File: config.mk
export PLATFORM = sky130hd
export DESIGN_NAME = seq_divider
export DESIGN_NICKNAME = d
export VERILOG_FILES = /design/src/rtl/div_pkg.sv /design/src/rtl/ks_subtractor.sv /design/src/rtl/seq_divider.sv
export SDC_FILE = /design/constraint.sdc
export NUM_CORES = 1
export LEC_CHECK = 0
export CAP_MARGIN = 20
export CORE_MARGIN = 4
export CORE_UTILIZATION = 50
export CTS_BUF_LIST = sky130_fd_sc_hd__clkbuf_16
export DETAILED_ROUTE_END_ITERATION = 6
export GPL_ROUTABILITY_DRIVEN = 1
export GPL_TIMING_DRIVEN = 0
export PLACE_DENSITY_LB_ADDON = 0.2
export SETUP_SLACK_MARGIN = 0.15
export SYNTH_ARGS = -nofsm -noshare
export SYNTH_HDL_FRONTEND = slang
export SYNTH_SLANG_ARGS = --single-unit
File: constraint.sdc
create_clock -name clk -period 3.04 [get_ports clk]
set_input_delay 0.456 -clock clk [delete_from_list [all_inputs] [get_ports clk]]
set_output_delay 0.456 -clock clk [all_outputs]
set_load 0.005 [all_outputs]
File: src/rtl/div_pkg.sv
// Shared types and helpers for the iterative restoring divider.
package div_pkg;

  // Controller states; the 2-bit encoding is visible in the state register.
  typedef enum logic [1:0] {
    IDLE = 2'd0,
    BUSY = 2'd1,
    DONE = 2'd2
  } state_t;

  // Width of the iteration counter for a W-bit divider (counts 0..W-1).
  function automatic int cnt_width(input int w);
    return (w <= 2) ? 1 : $clog2(w);
  endfunction

endpackage

File: src/rtl/ks_subtractor.sv
// Kogge-Stone parallel-prefix subtractor: diff = a + ~b + 1, borrow = ~carry_out.
// The carry-in of 1 is folded into the bit-0 generate term, so the prefix tree
// needs no separate carry-in input.
module ks_subtractor #(
  parameter int N = 9
) (
  input  logic [N-1:0] a,
  input  logic [N-1:0] b,
  output logic [N-1:0] diff,
  output logic         borrow
);

  localparam int L = $clog2(N);

  logic [N-1:0] w_bn;
  logic [N-1:0] w_p0;
  logic [N-1:0] w_g0;
  logic [N-1:0] w_g_fin;
  logic [N-1:0] w_carry;

  assign w_bn = ~b;
  assign w_p0 = a ^ w_bn;
  // Bit 0 generates whenever a0 | ~b0 because the implicit carry-in is 1.
  assign w_g0 = {a[N-1:1] & w_bn[N-1:1], a[0] | w_bn[0]};

  // Group-generate per prefix level (black cells on the generate side).
  for (genvar k = 0; k <= L; k++) begin : g_gl
    logic [N-1:0] w_g;
    if (k == 0) begin : g_base
      assign w_g = w_g0;
    end else begin : g_cell
      localparam int DIST = 1 << (k - 1);
      assign w_g = g_gl[k-1].w_g | (g_pl[k-1].w_p & (g_gl[k-1].w_g << DIST));
    end
  end

  // Group-propagate per prefix level; the last level's propagate is never needed.
  for (genvar k = 0; k < L; k++) begin : g_pl
    logic [N-1:0] w_p;
    if (k == 0) begin : g_base
      assign w_p = w_p0;
    end else begin : g_cell
      localparam int DIST = 1 << (k - 1);
      localparam logic [N-1:0] MASK = {N{1'b1}} >> (N - DIST);
      assign w_p = g_pl[k-1].w_p & ((g_pl[k-1].w_p << DIST) | MASK);
    end
  end

  assign w_g_fin = g_gl[L].w_g;
  // Carry into bit i is the group generate of bits i-1..0; bit 0 sees the carry-in.
  assign w_carry = {w_g_fin[N-2:0], 1'b1};
  assign diff    = w_p0 ^ w_carry;
  assign borrow  = ~w_g_fin[N-1];

endmodule

File: src/rtl/seq_divider.sv
// Iterative radix-2 restoring unsigned divider with valid/ready on both sides.
// One quotient bit is resolved per BUSY cycle using a prefix-tree subtractor.
module seq_divider
  import div_pkg::*;
#(
  parameter int W = 8
) (
  input  logic         clk,
  input  logic         rst,
  input  logic         in_valid,
  output logic         in_ready,
  input  logic [W-1:0] dividend,
  input  logic [W-1:0] divisor,
  output logic         out_valid,
  input  logic         out_ready,
  output logic [W-1:0] quotient,
  output logic [W-1:0] remainder,
  output logic         div_by_zero
);

  localparam int CNT_W = cnt_width(W);

  state_t           r_state,  w_state_nxt;
  logic [CNT_W-1:0] r_cnt,    w_cnt_nxt;
  logic [W-1:0]     r_q,      w_q_nxt;
  logic [W-1:0]     r_d,      w_d_nxt;
  logic [W:0]       r_rem,    w_rem_nxt;
  logic [W-1:0]     r_quot,   w_quot_nxt;
  logic [W-1:0]     r_remo,   w_remo_nxt;
  logic             r_dbz,    w_dbz_nxt;

  logic [W:0]       w_shift;
  logic [W:0]       w_diff;
  logic             w_borrow;
  logic [W-1:0]     w_q_iter;
  logic [W:0]       w_rem_iter;

  // Shift the next dividend bit into the partial remainder, then trial-subtract D.
  assign w_shift = {r_rem[W-1:0], r_q[W-1]};

  ks_subtractor #(.N(W + 1)) u_sub (
    .a      (w_shift),
    .b      ({1'b0, r_d}),
    .diff   (w_diff),
    .borrow (w_borrow)
  );

  assign w_q_iter   = {r_q[W-2:0], ~w_borrow};
  assign w_rem_iter = w_borrow ? w_shift : w_diff;

  // Next-state and datapath update for the IDLE/BUSY/DONE controller.
  always_comb begin
    w_state_nxt = r_state;
    w_cnt_nxt   = r_cnt;
    w_q_nxt     = r_q;
    w_d_nxt     = r_d;
    w_rem_nxt   = r_rem;
    w_quot_nxt  = r_quot;
    w_remo_nxt  = r_remo;
    w_dbz_nxt   = r_dbz;
    case (r_state)
      IDLE: begin
        if (in_valid) begin
          w_q_nxt   = dividend;
          w_d_nxt   = divisor;
          w_rem_nxt = {(W + 1){1'b0}};
          w_cnt_nxt = {CNT_W{1'b0}};
          if (divisor == {W{1'b0}}) begin
            // Division by zero short-circuits straight to the result.
            w_state_nxt = DONE;
            w_quot_nxt  = {W{1'b1}};
            w_remo_nxt  = dividend;
            w_dbz_nxt   = 1'b1;
          end else begin
            w_state_nxt = BUSY;
          end
        end else begin
          w_state_nxt = IDLE;
        end
      end
      BUSY: begin
        w_q_nxt   = w_q_iter;
        w_rem_nxt = w_rem_iter;
        w_cnt_nxt = r_cnt + {{(CNT_W - 1){1'b0}}, 1'b1};
        if (r_cnt == CNT_W'(W - 1)) begin
          w_state_nxt = DONE;
          w_cnt_nxt   = {CNT_W{1'b0}};
          w_quot_nxt  = w_q_iter;
          w_remo_nxt  = w_rem_iter[W-1:0];
          w_dbz_nxt   = 1'b0;
        end else begin
          w_state_nxt = BUSY;
        end
      end
      DONE: begin
        if (out_ready) begin
          w_state_nxt = IDLE;
        end else begin
          w_state_nxt = DONE;
        end
      end
      default: begin
        w_state_nxt = IDLE;
      end
    endcase
  end

  // Register state, counter, working registers and result outputs.
  always_ff @(posedge clk) begin
    if (rst) begin
      r_state <= IDLE;
      r_cnt   <= {CNT_W{1'b0}};
      r_q     <= {W{1'b0}};
      r_d     <= {W{1'b0}};
      r_rem   <= {(W + 1){1'b0}};
      r_quot  <= {W{1'b0}};
      r_remo  <= {W{1'b0}};
      r_dbz   <= 1'b0;
    end else begin
      r_state <= w_state_nxt;
      r_cnt   <= w_cnt_nxt;
      r_q     <= w_q_nxt;
      r_d     <= w_d_nxt;
      r_rem   <= w_rem_nxt;
      r_quot  <= w_quot_nxt;
      r_remo  <= w_remo_nxt;
      r_dbz   <= w_dbz_nxt;
    end
  end

  assign in_ready    = (r_state == IDLE);
  assign out_valid   = (r_state == DONE);
  assign quotient    = r_quot;
  assign remainder   = r_remo;
  assign div_by_zero = r_dbz;

endmodule

## Yosys cells after proc, flatten, opt, wreduce, memory -nomap -nowiden

Cells that the tools add are included.

- Input bits: 20
- Register bits after elaboration: 46

- Reduce and logical (&&, ||, !) cells: 6
- Equality and inequality tests: 6
- Bitwise gates (word level): 16
- Multiplexer cells: 25
- $add $sub $neg: 1

Operator list:

| kind | count |
|---|---|
| $mux W8 | 9 |
| $pmux W8 S2 | 4 |
| $and A9 B9 Y9 | 7 |
| $or A9 B9 Y9 | 4 |
| $not A8 Y9 | 1 |
| $xor A9 B9 Y9 | 1 |
| $and A8 B8 Y8 | 1 |
| $logic_not A8 Y1 | 1 |
| $mux W2 | 4 |
| $xor A8 B8 Y8 | 1 |
| $mux W3 | 2 |
| $pmux W2 S3 | 1 |
| $pmux W3 S2 | 1 |
| $ne A2 B2 Y1 const B | 2 |
| $reduce_and A2 Y1 | 2 |
| $reduce_and A4 Y1 | 1 |
| $add A3 B1 Y3 const B | 1 |
| $eq A3 B3 Y1 const B | 1 |
| $mux W1 | 3 |
| $eq A2 B1 Y1 const B | 1 |
| $eq A2 B2 Y1 const B | 1 |
| $logic_not A2 Y1 | 1 |
| $ne A2 B1 Y1 const B | 1 |
| $pmux W1 S2 | 1 |
| 2 further kinds | 2 |

## Longest topological paths before layout

- Word-level depth: 14
- Gate-level depth with buffers: 9

## Hierarchy

Synthesis repeated with hierarchy kept, for this count alone.

- Cell total of the unflattened synthesis: 313
- Area, all modules: 2575.0 um2

By module, submodules not included:

| module | seq. area each (um2) | area each (um2) | cells each | times used |
|---|---|---|---|---|
| seq_divider | 920.9 | 2102.0 | 251 | 1 |
| ks_subtractor | 0.0 | 473.0 | 62 | 1 |

## Worst setup path after synthesis

No wires, ideal clock.

- Path kind: reg2reg
- Start point: register r_d[5]
- End point: register r_remo[1] (netlist: remainder[1])
- Data arrival time: 2142 ps
- Period minus slack after synthesis: 2229 ps
- Data required time: 2953 ps
- Setup time: 87 ps
- Setup slack: 811 ps
- Stages on the path, launching flop included: 8
- Cell sequence: dfxtp_1 > inv_1 > ha_1 > and3_1 > a221o_1 > a31oi_2 > mux2_2 > o31ai_1

- Word-level cells in the longest chain between the ends: 11
- Elaborated cells between the ends (all ways): 17
- Classes of those cells: 3 x mux; 14 x bitwise

Ends and longest elaborated chain:

| element | line | text |
|---|---|---|
| start, declared | seq_divider.sv:26 | `logic [W-1:0] r_d, w_d_nxt;` |
| start signal, assigned | seq_divider.sv:114 | `r_d <= {W{1'b0}};` |
| start signal, assigned | seq_divider.sv:123 | `r_d <= w_d_nxt;` |
| $not A8 Y9 (*) | ks_subtractor.sv:21 | `assign w_bn = ~b;` |
| $and A8 B8 Y8 | ks_subtractor.sv:24 | `assign w_g0 = {a[N-1:1] & w_bn[N-1:1], a[0] \| w_bn[0]};` |
| $and A9 B9 Y9 | ks_subtractor.sv:33 | `assign w_g = g_gl[k-1].w_g \| (g_pl[k-1].w_p & (g_gl[k-1].w_g << DIST));` |
| $or A9 B9 Y9 | ks_subtractor.sv:33 |  |
| $and A9 B9 Y9 | ks_subtractor.sv:33 |  |
| $or A9 B9 Y9 (2 in series) | ks_subtractor.sv:33 |  |
| $or A9 B9 Y9 (*) | ks_subtractor.sv:33 |  |
| $mux W8 (*) | seq_divider.sv:49 | `assign w_rem_iter = w_borrow ? w_shift : w_diff;` |
| $mux W8 (*) | seq_divider.sv:85 | `if (r_cnt == CNT_W'(W - 1)) begin` |
| $pmux W8 S2 (*) | seq_divider.sv:61 | `case (r_state)` |
| end signal, assigned | seq_divider.sv:117 | `r_remo <= {W{1'b0}};` |
| end signal, assigned | seq_divider.sv:126 | `r_remo <= w_remo_nxt;` |
| end, declared | seq_divider.sv:29 | `logic [W-1:0] r_remo, w_remo_nxt;` |

Every way passes the cells marked *; elsewhere a longest branch is shown, timed or not. The select of a mux whose other input is x is not followed.
A chain may end at the register's enable or synchronous reset.

## Worst setup path after layout

- Start point: register r_d[4]
- End point: register r_remo[1] (netlist: remainder[1])

- Word-level cells in the longest chain between the ends: 11
- Elaborated cells between the ends (all ways): 17
- Classes of those cells: 3 x mux; 14 x bitwise

Ends and longest elaborated chain:

| element | line | text |
|---|---|---|
| $not A8 Y9 (*) | ks_subtractor.sv:21 |  |
| $xor A9 B9 Y9 | ks_subtractor.sv:22 | `assign w_p0 = a ^ w_bn;` |
| $and A9 B9 Y9, on equally long branches | ks_subtractor.sv:33, ks_subtractor.sv:45 |  |
| $or A9 B9 Y9 or $and A9 B9 Y9 (tied branches) | ks_subtractor.sv:33 |  |
| $or A9 B9 Y9 | ks_subtractor.sv:33 |  |
| $and A9 B9 Y9 | ks_subtractor.sv:33 |  |
| $or A9 B9 Y9 | ks_subtractor.sv:33 |  |
| $or A9 B9 Y9 (*) | ks_subtractor.sv:33 |  |
| $mux W8 (*) | seq_divider.sv:49 |  |
| $mux W8 (*) | seq_divider.sv:85 |  |
| $pmux W8 S2 (*) | seq_divider.sv:61 |  |

Marked as above.

==> results.txt <==
DRT iter0 DRCs - 212
Drt pass-1 iters - 4
Initial antenna violation count - 0
Wire length on met2 - 2870 um
Tmin final - 2.56 ns
Core footprint - 4440 um2
CP required - 3.24 ns
Met3 wire len - 379 um
CP max stage cell - a31oi_2
Synth top area share - 39.2%
Final wirelength - 6080 um
Critical path's largest stage delay - 0.46 ns
RD Place Congestion - 0.847
Critical Path Fanout Max - 9
Worst r2r dst - remainder[1]
Drt via density - 5.92
Fin worst setup slack - 0.481 ns
Starting density of the core - 52.9%
Worst Setup Path Type - reg2reg
H-Tree Level Count - 2
Static leakage - 1.11 nW
Clock Root Buffer - clkbuf_16
Vias - 2,197
Dpl ws - 0.423 ns
Hold_sp - r_d[1]
Die area - 5860 um2
CP Launch Point - r_d[4]
Startpoint Class - flip-flop
EDFF count, synth - 0
Cell taking the most area after synthesis - dfxtp_1
Final Cycle Share - 84.2%
Post-synthesis sequential area ratio - 39.2%
Pwr Density - 633 nW/um2
Syn Nets - 305
Wire length per cell - 16.4 um
FF-to-FF path depth - 7
Die Ht - 76.6 um
Worst-Skew Late Latency - 0.29 ns
CP arrival - 2.76 ns
DRT met1 WL - 2760 um
Vias in the first global route - 2,156
GRT overflow - 0
RSZ-0062 raised after global routing - no
Global-route wire length before repair - 10,100 um
Final Slew Violations - 0
Fillers - 377
Reg2Reg Setup Slack - 0.48 ns
Worst setup EP type - flip-flop
Hold Path Class - reg2reg
Max clock buf depth - 2
DPL Wire Length - 4420 um
Largest net degree at the start of global routing - 17
RR Startpoint - r_d[4]
Top Ports - 39
Post-CTS Setup Inserts - 0
Syn_area_per_cell - 8.58 um2
Chip Width - 76.6 um
Clk_skew - 0.00688 ns
Endpoints failing setup - 0
Yosys reg bits - 46
ANT cells - 0
Core Rows - 24
Post-cts hold buffer count - 0
DR DRC count - 0
Synth warnings - 0
Maximum VDD drop - 0.000473 V
All-Layer GR Usage - 21.0%
CTS tree - done
P&R area growth vs syn - 24.9%
Asr flop ratio synth - 0%
Worst Setup EP - remainder[1]
Clk sink count - 46
Slew headroom - 64.8%
# resized after CTS - 0
Main synth FF type - dfxtp_1
Worst Tran Pin Value - 0.528 ns
CTS buffer count - 5
DRT antenna net count - 0
Max-cap viol count - 0
Share of cells above drive strength 1 - 10.3%
Final hold violation count - 0
Cell Area, Synth - 2350 um2
Synth area leaders - dfxtp_1 (39%), nand2_1 (6.4%), ha_1 (5.3%)
Setup TNS - 0 ns
Crit-path cells - inv_1 > ha_1 > a21o_1 > a221o_1 > a31oi_2 > mux2_2 > o31ai_1
Status - complete, no violations
DR top layer - met4
Achievable frequency - 391 MHz
Gate Count Post-Synth - 274
Port Buffer Count - 37
Post-synthesis cell type count - 55
Worst-path clk slew - 0.06 ns
Final nets - 349
## state kept, by name, indices dropped and copies added (netlist names)
signal,flops
remainder,8
r_q,8
r_rem,8
r_state,2
r_d,8
div_by_zero,1
r_cnt,3
quotient,8
## per-layer routing
metal,global-route usage (%),vias up
met3,4.96,12
met4,5.80,0
met1,28.1,1024
met2,33.8,74
li1,-,1087
met5,0,-
## where the power goes
part / switching [W] / internal [W] / leakage, nW
Clock: 0.000240 / 0.000307 / 0.0664
Sequential: 0.0000373 / 0.000646 / 0.375
Combinational: 0.000374 / 0.000254 / 0.666
## kinds of logic (layout without fill, tap and decap cells)
kind of cell    after synthesis  count (layout)  synth area share [%]
simple gates                101             101                  20.7
compound gates               79              79                  25.4
flops                        46              46                  39.2
buf+inv                      30              75                  5.64
fa+ha+maj                    11              11                  6.18
mux                           4               4                  1.81
xor+xnor                      3               3                  1.12
## critical path: cells and delay by family, from the launching register on
family / cells / cell delay [ns]
adder cells (fa/ha/maj): 1 / 0.39
flip-flops: 1 / 0.34
buffers and inverters: 1 / 0.05
AO/OA/AOI/OAI: 4 / 1.28
multiplexers: 1 / 0.41
## synthesized netlist by cell type, types with 2 or more instances
| cell | count |
|---|---|
| a211oi_1 | 4 |
| a21o_1 | 3 |
| a21oi_1 | 18 |
| a21oi_2 | 2 |
| a22oi_1 | 3 |
| a311oi_1 | 11 |
| a31oi_1 | 4 |
| and3_1 | 3 |
| buf_6 | 2 |
| clkbuf_1 | 12 |
| dfxtp_1 | 46 |
| ha_1 | 10 |
| inv_1 | 13 |
| mux2_2 | 2 |
| mux2i_1 | 2 |
| nand2_1 | 40 |
| nand2b_1 | 3 |
| nand3_1 | 8 |
| nand3b_1 | 2 |
| nor2_1 | 24 |
| nor3_1 | 4 |
| nor3b_1 | 2 |
| o2111ai_1 | 2 |
| o21ai_0 | 12 |
| o221a_2 | 8 |
| o31ai_1 | 2 |
| or3_1 | 3 |
| xor2_1 | 2 |
## stage by stage
step / instance area [um2] / cells / hold slack [ns] / utilization [%] / power [W]
floorplan: 2350 / 274 / 0.436 / - / 0.00115
global placement: 2790 / 363 / 0.444 / 62.7 / 0.00129
detailed placement: 2790 / 363 / 0.452 / 62.7 / 0.00130
CTS: 2930 / 371 / 0.461 / 66.0 / 0.00185
global route: 2930 / 371 / 0.486 / 66.0 / 0.00196
finish: 2930 / 371 / 0.458 / 66.0 / 0.00186
## layout by cell type (no fill, tap or decap), drive strengths merged, types with 3 or more instances in the layout
cell type / n
a211oi: 4
a21o: 3
a21oi: 20
a22oi: 3
a311oi: 11
a31oi: 5
and3: 3
buf: 5
clkbuf: 17
clkdlybuf4s50: 37
dfxtp: 46
ha: 10
inv: 14
nand2: 40
nand2b: 3
nand3: 8
nor2: 24
nor3: 4
o21ai: 12
o221a: 8
o31ai: 3
or3: 4
## worst min path at each step
stage	cells past startpoint	slack (ns)	endpoint
floorplan	2	0.44	r_d[1]
finish	2	0.46	r_d[1]
detailed placement	2	0.45	r_d[1]
global placement	2	0.44	r_d[3]
CTS	2	0.46	r_d[1]
global route	2	0.49	r_d[7]
## final cells by class
| cell class | instances | area [um2] | share of cell area, % |
|---|---|---|---|
| plain buffers | 17 | 83.8 | 2.86 |
| clock buffers | 5 | 125 | 4.26 |
| clock inverters | 3 | 23.8 | 0.810 |
| inverters | 13 | 48.8 | 1.66 |
| multi-input cells | 198 | 1300 | 44.2 |
| flip-flops and latches | 46 | 921 | 31.4 |
| well taps | 52 | 65.1 | 2.22 |
| repair buffers | 37 | 370 | 12.6 |
Power figures use the tool's default switching activity.
